File: src/rtl/store_merge_unit.sv
// Store merge unit: turns SB/SH/SW into read-modify-write sequences on a
// word-wide data memory port that has no byte enables.
module store_merge_unit #(
  parameter bit WORD_FAST = 1'b1
) (
  input  logic        CLK,
  input  logic        Rst,
  input  logic        StoreValidM,
  input  logic [1:0]  StoreSizeM,
  input  logic [31:0] AddrM,
  input  logic [31:0] WriteDataM,
  input  logic [31:0] MemRD,
  input  logic        MemAck,
  output logic        MemReq,
  output logic        MemWE,
  output logic [31:0] MemAddr,
  output logic [31:0] MemWD,
  output logic        StallM,
  output logic        MisalignedM
);

  typedef enum logic [1:0] {
    IDLE  = 2'b00,
    READ  = 2'b01,
    WRITE = 2'b10,
    DONE  = 2'b11
  } stateT;

  localparam logic [1:0] SIZE_BYTE = 2'b00;
  localparam logic [1:0] SIZE_HALF = 2'b01;
  localparam logic [1:0] SIZE_WORD = 2'b10;

  stateT       state;
  stateT       nextState;
  logic [31:0] capAddr;
  logic [31:0] capData;
  logic [1:0]  capSize;
  logic [31:0] readWord;
  logic [31:0] mergedWord;
  logic [31:0] wordAddr;
  logic        misaligned;
  logic        accept;
  logic        reject;

  always_comb begin
    misaligned = 1'b0;
    unique case (StoreSizeM)
      SIZE_BYTE: misaligned = 1'b0;
      SIZE_HALF: misaligned = AddrM[0];
      SIZE_WORD: misaligned = |AddrM[1:0];
      default:   misaligned = 1'b1;
    endcase
  end

  assign accept   = (state == IDLE) && StoreValidM && !misaligned;
  assign reject   = (state == IDLE) && StoreValidM && misaligned;
  assign wordAddr = {capAddr[31:2], 2'b00};

  always_ff @(posedge CLK) begin
    if (!Rst) begin
      state <= IDLE;
    end else begin
      state <= nextState;
    end
  end

  // Upstream may change its inputs once the store is accepted, so everything
  // needed later comes from these registers.
  always_ff @(posedge CLK) begin
    if (!Rst) begin
      capAddr     <= '0;
      capData     <= '0;
      capSize     <= '0;
      readWord    <= '0;
      MisalignedM <= 1'b0;
    end else begin
      if (accept) begin
        capAddr <= AddrM;
        capData <= WriteDataM;
        capSize <= StoreSizeM;
      end
      if ((state == READ) && MemAck) begin
        readWord <= MemRD;
      end
      MisalignedM <= reject;
    end
  end

  always_comb begin
    mergedWord = readWord;
    unique case (capSize)
      SIZE_BYTE: begin
        unique case (capAddr[1:0])
          2'd0:    mergedWord[7:0]   = capData[7:0];
          2'd1:    mergedWord[15:8]  = capData[7:0];
          2'd2:    mergedWord[23:16] = capData[7:0];
          default: mergedWord[31:24] = capData[7:0];
        endcase
      end
      SIZE_HALF: begin
        if (capAddr[1]) begin
          mergedWord[31:16] = capData[15:0];
        end else begin
          mergedWord[15:0] = capData[15:0];
        end
      end
      default: mergedWord = capData;
    endcase
  end

  // Stall is gated by reset so a flushed pipeline never sees a stale stall.
  always_comb begin
    nextState = state;
    MemReq    = 1'b0;
    MemWE     = 1'b0;
    MemAddr   = '0;
    MemWD     = '0;
    StallM    = 1'b0;
    unique case (state)
      IDLE: begin
        if (accept) begin
          StallM = Rst;
          if ((StoreSizeM == SIZE_WORD) && WORD_FAST) begin
            nextState = WRITE;
          end else begin
            nextState = READ;
          end
        end
      end
      READ: begin
        MemReq  = 1'b1;
        MemAddr = wordAddr;
        StallM  = 1'b1;
        if (MemAck) begin
          nextState = WRITE;
        end
      end
      WRITE: begin
        MemReq  = 1'b1;
        MemWE   = 1'b1;
        MemAddr = wordAddr;
        MemWD   = mergedWord;
        StallM  = 1'b1;
        if (MemAck) begin
          nextState = DONE;
        end
      end
      default: begin
        nextState = IDLE;
      end
    endcase
  end

endmodule
File: config.mk
export PLATFORM = sky130hd
export DESIGN_NAME = store_merge_unit
export DESIGN_NICKNAME = d
export VERILOG_FILES = /design/src/rtl/store_merge_unit.sv
export SDC_FILE = /design/constraint.sdc
export NUM_CORES = 1
export LEC_CHECK = 0
export CAP_MARGIN = 15
export CORE_ASPECT_RATIO = 1.75
export CORE_MARGIN = 5
export CORE_UTILIZATION = 51
export DETAILED_ROUTE_END_ITERATION = 6
export GPL_TIMING_DRIVEN = 0
export PLACE_DENSITY = 0.93
export SLEW_MARGIN = 20
export SYNTH_ARGS = -nofsm -noshare
export SYNTH_HDL_FRONTEND = slang
export SYNTH_SLANG_ARGS = --single-unit
File: constraint.sdc
create_clock -name CLK -period 3.45 [get_ports CLK]
set_clock_uncertainty 0.2 [all_clocks]
set_input_delay 0.69 -clock CLK [delete_from_list [all_inputs] [get_ports CLK]]
set_output_delay 0.69 -clock CLK [all_outputs]
set_load 0.01 [all_outputs]
==> run metrics <==
placed instance area=7200 um^2; time the final worst path needs with I/O delays and setup=3.36 ns; global-route wire length before repair=27200 um; effective utilization at floorplan=0.521; per-cell via count in the routed design=approximately 5.6; total number of vias=5368; Worst Setup Path Type=flop to output pin; number of levels in the clock H-tree=3; type of destination of the critical path=output pin; Worst Setup Slack, final=0.0938 ns; number of inserted diodes=0; number of library cell types mapped by synthesis=32; fill cell count=730; number of port buffers=between 150 and 200; number of nets still failing antenna checks after routing=0; residual overflow from global routing=0; TritonCTS clock tree=yes; post-synthesis to final-layout area growth=40.2%; pwr dens=489 nW/um^2; YS warnings=0; all-layer global routing usage=0.272; clock latency on the worst-skew pair=roughly 0.35 ns; # Max-Cap Violations=0; GPL Wtd Cong=between 0.9 and 1; register bit count reported by yosys=101; placeable core region=10300 um^2; maximum number of pins on one net before global-route repair=20; Iter 0 DRT Violations=between 300 and 400; area fraction of the dominant cell type after synthesis=0.377; clk sink count=about 100; average cell area after synthesis=8.30 um^2; number of failing setup endpoints in the final timing report=0; number of buffers added by the clock tree synthesis step=9; number of placement rows=49; post-synth top area cell=dfxtp_1; CTS root buf=clkbuf_16; critical path launch point type=flop; Detailed Route WL=approximately 18000 um; Horiz. Die Dim=87.6 um; synthesized cell area=5370 um^2; number of cells in the finished layout apart from fillers=960; cell count after placement=~940; fraction of layout cells with a size suffix above 1=0.113; sequential cell area fraction in the yosys report=0.377; HPWL reported at the end of detailed placement=13700 um; maximum clock frequency=298 MHz; quantity of hold-fixing buffers added after cts=0; final standard cell area without fillers=around 7500 um^2; initial antenna violation count=0; drt wl/cell=roughly 18 um; number of I/O pins=170; path class of the lowest-slack min-delay path=flop to flop; remaining max-slew budget at the tightest pin=0.595; final setup TNS=0 ns; setup repair after global routing missed its margin=no; via count of the first global-routing pass=5656; crit path DAT=2.47 ns; DIE HEIGHT=146 um; dominant cells by area after synthesis=dfxtp_1 (38%), nand2_1 (14%), a21boi_0 (9.2%); outcome=finished, final reports clean; worst hold slack=0.252 ns; synthesized instance count=approximately 650; Slew Limit Fails=0; transition time at the pin with the least slew margin=0.608 ns; number of buffers on the longest clock path=2; period utilization=0.973; iteration count of the initial detailed-routing pass=7; critical path data required time=2.56 ns; Placement Setup Slack=-0.217 ns; IR Drop Worst-Case VDD=0.339 mV; drc violations=0; count of final hold-check violations=0; biggest fanout along the worst timing path=10; number of nets in the layout=934; CTS clock-pin slew for the worst setup and hold paths=0.08 ns; die area=12800 um^2; leakage power summed over all cells=0.00274 uW
cell usage in the layout (no fill, tap or decap), drive strengths merged, types with 2 or more instances in the layout:
cell / Yosys / routed
nand2: 200 / 200
clkdlybuf4s50: 0 / 165
a21boi: 106 / 106
dfxtp: 101 / 101
mux2: 40 / 40
clkbuf: 30 / 39
nor2b: 38 / 38
and2: 31 / 31
buf: 25 / 27
a222oi: 16 / 16
a21oi: 11 / 11
mux2i: 10 / 10
a22oi: 8 / 8
nand2b: 8 / 8
inv: 3 / 6
ha: 4 / 4
nor2: 4 / 4
clkinv: 0 / 4
o21ai: 2 / 2
conb: 1 / 2
nor3: 2 / 2
o211ai: 2 / 2
critical path, cell delays in order (launching register included):
cell             delay [ns]
dfxtp_1                0.33
clkbuf_1               0.29
nor2_4                 0.25
buf_2                  0.27
a22oi_1                0.11
a21boi_0               0.28
clkdlybuf4s50_1        0.60
through the flow:
step | total power, uW | util
finish | 3680 | 0.730
global route | 3860 | 0.730
CTS | 3670 | 0.729
detailed placement | 2680 | 0.699
global placement | 2620 | 0.699
floorplan | 2160 | -
final timing paths:
path         cells after the start            to  slack, ns        start
max                              6      MemWD[8]       0.09   capSize[0]
min                              2   capAddr[23]       0.25  capAddr[23]
max reg2reg                      7  readWord[17]       1.37     state[1]
min reg2reg                      2   capAddr[23]       0.25  capAddr[23]
registers in the layout (all words and copies together), names as in the netlist:
name         count
MisalignedM      1
capAddr         32
capData         32
capSize          2
readWord        32
state            2
area by class of cell:
type / count / area, um^2 / share of cell area
multi-input combinational: 489 / 3040 / 0.404
clock inverter: 7 / 67.6 / 0.00898
clock buffer: 9 / 225 / 0.0299
sequential: 101 / 2020 / 0.269
tap: 127 / 159 / 0.0211
buffer: 55 / 312 / 0.0414
timing repair buffer: 169 / 1690 / 0.224
inverter: 3 / 11.3 / 0.00150
layer usage:
metal | global-route usage | part of all wire | vias up | wire length (um)
li1 | - | - | 2530 | -
met1 | 0.257 | 0.33 | 2537 | 5720
met2 | 0.496 | 0.54 | 228 | 9380
met3 | 0.0771 | 0.078 | 73 | 1370
met4 | 0.164 | 0.060 | 0 | 1050
met5 | 0 | 0 | - | 0
synth_stat cells, drive strengths merged:
master,count
nand2,200
a21boi,106
dfxtp,101
mux2,40
nor2b,38
and2,31
clkbuf,30
buf,25
a222oi,16
a21oi,11
mux2i,10
a22oi,8
nand2b,8
ha,4
nor2,4
inv,3
nor3,2
o211ai,2
o21ai,2
conb,1
nand3,1
o211a,1
o21bai,1
o221ai,1
or3b,1
where the power goes:
group / switching (uW) / internal, uW / leakage (uW)
registers: 110 / 1300 / 0.000821
clock network: 496 / 508 / 0.000145
logic: 689 / 579 / 0.00178
total: 1290 / 2380 / 0.00274
cells by family (layout without fill, tap and decap cells):
| group | after synthesis | count (layout) | share of synthesized area |
|---|---|---|---|
| other | 1 | 2 | 0.000699 |
| buffers and inverters | 58 | 243 | 0.0592 |
| adders and majority gates | 4 | 4 | 0.00932 |
| DFF | 101 | 101 | 0.377 |
| muxes | 50 | 50 | 0.103 |
| and+or+nand+nor | 285 | 285 | 0.239 |
| AOI/OAI and AO/OA | 148 | 148 | 0.212 |
what timing repair did:
item,CTS,global route
setup buffers,2,0
setup endpoints to repair,4,15
pin swaps,2,0
resized for setup,3,8
No activity file was read; power rests on OpenSTA's default activity.
